`src/rtl/store_buffer_pkg.sv`:
```
// rtl/store_buffer_pkg.sv - shared constants and entry type for the store buffer
package store_buffer_pkg;

    localparam int SB_W     = 32;
    localparam int SB_DEPTH = 4;
    localparam int SB_AW    = 3;
    localparam int SB_PW    = $clog2(SB_DEPTH);

    typedef struct packed {
        logic [SB_W-1:0] addr;
        logic [SB_W-1:0] data;
    } sb_entry_t;

endpackage

```
`src/rtl/store_buffer_match.sv`:
```
// rtl/store_buffer_match.sv - newest-first address match over pending store entries
module store_buffer_match
    import store_buffer_pkg::*;
#(
    parameter int W     = SB_W,
    parameter int DEPTH = SB_DEPTH,
    parameter int AW    = SB_AW,
    parameter int PW    = $clog2(DEPTH)
) (
    input  logic [AW-1:0]    entry_addr [DEPTH],
    input  logic [W-1:0]     entry_data [DEPTH],
    input  logic [DEPTH-1:0] valid,
    input  logic [PW-1:0]    rd_ptr,
    input  logic [PW:0]      count,
    input  logic [AW-1:0]    lookup_addr,
    output logic             hit,
    output logic [W-1:0]     data
);

    // Walk entries from oldest to newest so the last match seen is the newest one,
    // equivalent to scanning backwards from wr_ptr-1 and stopping at the first hit.
    always_comb begin
        logic [PW-1:0] idx;
        hit  = 1'b0;
        data = '0;
        idx  = '0;
        for (int k = 0; k < DEPTH; k++) begin
            idx = rd_ptr + PW'(k);
            if ((PW+1)'(k) < count && valid[idx] && entry_addr[idx] == lookup_addr) begin
                hit  = 1'b1;
                data = entry_data[idx];
            end
        end
    end

endmodule

```
`src/rtl/store_buffer.sv`:
```
// rtl/store_buffer.sv - posted-write store buffer; STORE_BUFFER_FWD_EN enables load forwarding
module store_buffer
    import store_buffer_pkg::*;
#(
    parameter int W     = SB_W,
    parameter int DEPTH = SB_DEPTH,
    parameter int AW    = SB_AW
) (
    input  logic         CLK,
    input  logic         RST_N,
    input  logic         MEM_RE,
    input  logic         MEM_WE,
    input  logic [W-1:0] MEM_A,
    input  logic [W-1:0] MEM_WD,
    output logic [W-1:0] MEM_RD,
    output logic         STALL,
    output logic         EMPTY,
    input  logic         DM_GNT,
    output logic         DM_WE,
    output logic [W-1:0] DM_A,
    output logic [W-1:0] DM_WD,
    input  logic [W-1:0] DM_RD
);

    localparam int PW = $clog2(DEPTH);

    logic [W-1:0]     e_addr [DEPTH];
    logic [W-1:0]     e_data [DEPTH];
    logic [AW-1:0]    e_addr_lo [DEPTH];
    logic [DEPTH-1:0] valid;
    logic [PW-1:0]    wr_ptr;
    logic [PW-1:0]    rd_ptr;
    logic [PW:0]      count;

    logic             full;
    logic             nonempty;
    logic             hit;
    logic [W-1:0]     fwd_data;
    logic             drain;
    logic             push;

    // Occupancy mask and the low address bits used for matching
    always_comb begin
        for (int i = 0; i < DEPTH; i++) begin
            valid[i]     = {1'b0, PW'(PW'(i) - rd_ptr)} < count;
            e_addr_lo[i] = e_addr[i][AW-1:0];
        end
    end

    store_buffer_match #(
        .W     (W),
        .DEPTH (DEPTH),
        .AW    (AW),
        .PW    (PW)
    ) u_match (
        .entry_addr  (e_addr_lo),
        .entry_data  (e_data),
        .valid       (valid),
        .rd_ptr      (rd_ptr),
        .count       (count),
        .lookup_addr (MEM_A[AW-1:0]),
        .hit         (hit),
        .data        (fwd_data)
    );

    assign full     = (count == (PW+1)'(DEPTH));
    assign nonempty = (count != '0);

`ifdef STORE_BUFFER_FWD_EN
    // Loads own the port; a hit is served from the buffer and never stalls
    always_comb begin
        drain  = nonempty & DM_GNT & ~MEM_RE;
        STALL  = (MEM_WE & full & ~drain) | (MEM_RE & ~DM_GNT & ~hit);
        MEM_RD = hit ? fwd_data : DM_RD;
    end
`else
    logic unused_fwd_data;
    assign unused_fwd_data = ^fwd_data;

    // Without forwarding a matching load waits; the head keeps draining so the match clears
    always_comb begin
        drain  = nonempty & DM_GNT & (~MEM_RE | hit);
        STALL  = (MEM_WE & full & ~drain) | (MEM_RE & (hit | ~DM_GNT));
        MEM_RD = DM_RD;
    end
`endif

    // A non-stalled store always has room: either not full or the head retires this cycle
    assign push = MEM_WE & ~STALL;

    // Memory port: head entry while draining, otherwise the core address
    always_comb begin
        DM_WE = drain;
        DM_A  = drain ? e_addr[rd_ptr] : MEM_A;
        DM_WD = e_data[rd_ptr];
    end

    assign EMPTY = ~nonempty;

    // Pointer and occupancy update
    always_ff @(posedge CLK) begin
        if (!RST_N) begin
            wr_ptr <= '0;
            rd_ptr <= '0;
            count  <= '0;
        end else begin
            if (push)
                wr_ptr <= wr_ptr + 1'b1;
            if (drain)
                rd_ptr <= rd_ptr + 1'b1;
            if (push && !drain)
                count <= count + 1'b1;
            else if (drain && !push)
                count <= count - 1'b1;
        end
    end

    // Entry storage is intentionally not reset; occupancy alone defines validity
    always_ff @(posedge CLK) begin
        if (RST_N && push) begin
            e_addr[wr_ptr] <= MEM_A;
            e_data[wr_ptr] <= MEM_WD;
        end
    end

endmodule

```
`config.mk`:
```
export PLATFORM = sky130hd
export DESIGN_NAME = store_buffer
export DESIGN_NICKNAME = d
export VERILOG_FILES = /design/src/rtl/store_buffer_pkg.sv /design/src/rtl/store_buffer_match.sv /design/src/rtl/store_buffer.sv
export SDC_FILE = /design/constraint.sdc
export NUM_CORES = 1
export LEC_CHECK = 0
export CAP_MARGIN = 15
export CORE_MARGIN = 3
export CORE_UTILIZATION = 48
export DETAILED_ROUTE_END_ITERATION = 10
export GPL_ROUTABILITY_DRIVEN = 1
export PLACE_DENSITY = 0.77
export SLEW_MARGIN = 0
export SYNTH_ARGS = -nofsm -noshare
export SYNTH_HDL_FRONTEND = slang
export SYNTH_SLANG_ARGS = --single-unit
```
`constraint.sdc`:
```
create_clock -name CLK -period 4.8 [get_ports CLK]
set_clock_uncertainty 0.2 [all_clocks]
set_input_delay 1.2 -clock CLK [delete_from_list [all_inputs] [get_ports CLK]]
set_output_delay 1.2 -clock CLK [all_outputs]
set_load 0.03 [all_outputs]
```
==> qor.yml <==
timing:
  setup_viol: 34
  fmax_ghz: 0.200
  hold_violations: 0
  period_share_pct: 104
  fin_tns_setup_ns: -4.15
  fin_crit_ns: 5.00
  tightestPinTransition_ns: 0.674
  drv_slew: 0
  slew_headroom_pct: 55.1
  rsz0062_at_grt: "true"
  fin_ws_ns: -0.204
die:
  die_height_um: 158
  num_rows: 55
  num_io_pins: 200
  die-area_um2: 25000
  start_util_pct: 48.9
  core-area_um2: 22700
  fp.dieW_um: 158
routing:
  drtIter0Drc: 626
  avgViaCountPerCell: 5.74
  drc: 0
  vias: 6097
  ant_nets: 0
  wire_per_inst_um: 23.6
  finalWirelength_um: 25100
  first_pass_iters: 5
pwr:
  ir_drop_mv: 0.336
  p_leak_uw: 0.00477
  total_power_uw: 6210
  power.density_nw_per_um2: 433
clock_tree:
  path_clk_slew_ns: 0.07
  clk_latency_ns: 0.53
  cts_buffers: 26
  cts_tree: "built"
  clock-sinks: 265
  htree_levels: 1
  clk_root_buffer_cell: "clkbuf_16"
  cts_buffer_depth: 3
logic_synthesis:
  synth_nets: 678
  synth-seq-area-share_pct: 70.9
  synth_ff_type: "edfxtp_1"
  syn_inst: 565
  yosysUniqueCellTypes: 42
  synth_edf_count: 256
  synth_area_um2: 11100
  ys_seq_elements: 265
  synthArstFlopShare_pct: 0
  syn_area_per_cell_um2: 19.6
  yosys_warnings: 0
place:
  dp_cells: 954
  placed_cell_area_um2: 12800
  port_buffers: 135
  post-place-ws_ns: -0.720
  gp_congestion: 0.869
  dpl.hpwl_um: 13900
global_route:
  grt_pass1_wl_um: 37100
  antenna_found_initial: 0
  grt_usage_pct: 19.6
  grt_start_max_net_pins: 33
  gr-total-overflow: 0
  first_global_vias: 6529
job:
  drv_cap: 0
setup_path:
  critical_path_arrival_ns: 3.60
  start_kind: "flop"
  crit_required_ns: 3.40
  path_class: "reg -> out"
  crit_path_end_kind: "primary output"
  cp_max_fo: 8
layout:
  drive_gt1_share_pct: 37.8
  fin_nets: 873
  design_area_um2: 14400
  diodes: 0
  nFillCells: 1524
  syn_to_final_growth_pct: 29.3
  final_cells: 1063
run_status:
  violations: "setup timing"
  status: "complete, but fails checks"
hold_path:
  worstHoldPathType: "reg -> reg"
-- worst paths after layout --
kind / depth (start not counted) / slack, ns / endpoint / start
hold / removal: 2 / 0.38 / wr_ptr[1] / wr_ptr[1]
setup / recovery: 14 / -0.20 / DM_A[1] / rd_ptr[1]
hold reg to reg: 2 / 0.38 / wr_ptr[1] / wr_ptr[1]
setup reg to reg: 29 / -0.13 / count[1] / rd_ptr[1]
-- metal layers --
layer	up-vias	wire (µm)	track usage (%)
met5	-	0	0
met4	0	1120	8.81
met3	104	1390	2.93
met2	239	13100	34.0
met1	3109	9470	24.5
li1	2645	-	-
-- layout by cell type, fill, tap and decap left out, types with 4 or more instances in the layout --
cell type        instances
and3_4                   4
buf_12                  14
buf_2                    7
buf_4                   82
buf_6                   21
clkbuf_16               28
clkdlybuf4s50_1         98
clkinv_1                 6
clkinv_2                 6
dfxtp_1                  6
edfxtp_1               256
ha_1                     8
inv_1                   10
mux2_2                  20
mux2_4                  14
mux2i_1                 16
mux4_2                  64
nand2_1                 11
nor2_1                  15
nor3_1                   6
o211ai_1                 4
o21ai_0                  4
xnor2_1                 17
-- state kept, by name (all words and copies together) (netlist names), named ones only --
register  flops
e_data      128
wr_ptr        2
rd_ptr        2
count         3
e_addr      128
-- cells by family after synthesis --
kind of cell,Yosys count,share of synthesized area [%]
AOI/OAI and AO/OA,31,2.10
xor gates and xnor gates,19,1.50
adders and majority gates,12,1.35
buffers and inverters,72,3.92
DFF,265,70.9
muxes,117,18.2
and+or+nand+nor,49,2.10
-- power breakdown --
group / leakage (µW) / internal [µW] / switching, µW
clock: 0.000401 / 1100 / 820
combinational: 0.00198 / 784 / 838
sequential: 0.00239 / 2630 / 42.3
total: 0.00477 / 4510 / 1700
-- critical path: stages (launching register included) --
cell and delay (ns):
dfxtp_4 0.38, xnor2_4 0.20, ha_4 0.24, mux2_4 0.27, a211o_1 0.27, o211ai_1 0.11, nand4_1 0.18, buf_4 0.19
and4_4 0.18, a21oi_4 0.16, buf_6 0.14, buf_12 0.15, buf_8 0.13, mux2_4 0.32, buf_6 0.14
-- final cells by class --
class / count / area [µm²] / share of cell area, %
multi-input combinational: 228 / 3040 / 21.2
clock inverter: 17 / 146 / 1.02
timing repair buffer: 227 / 2230 / 15.5
clock buffer: 29 / 662 / 4.61
tap: 285 / 357 / 2.48
inverter: 12 / 47.5 / 0.331
sequential: 265 / 7880 / 54.9
-- synthesized netlist by cell type, types with 11 or more instances --
cell      count  area share [%]
xnor2_1      19             1.5
buf_4        35             2.4
nand2_1      11            0.37
mux4_2       64              13
mux2i_1      18             1.6
inv_1        12            0.41
mux2_2       26             2.6
clkbuf_1     13            0.44
ha_1         12             1.4
edfxtp_1    256              69
nor2_1       15            0.51
-- timing repair --
item | in CTS | in global routing
buffers inserted | 56 | 7
cloned | 2 | 2
pin swaps | 12 | 14
hold buffers | 0 | 0
gates resized for setup | 195 | 72
setup endpoints to repair | 32 | 34
-- stage by stage --
stage / utilization (%) / hold WS [ns]
global placement: 56.3 / 0.327
detailed placement: 56.3 / 0.372
floorplan: - / 0.311
global route: 63.2 / 0.435
finish: 63.2 / 0.382
CTS: 62.1 / 0.386
No activity file was read; power rests on OpenSTA's default activity.
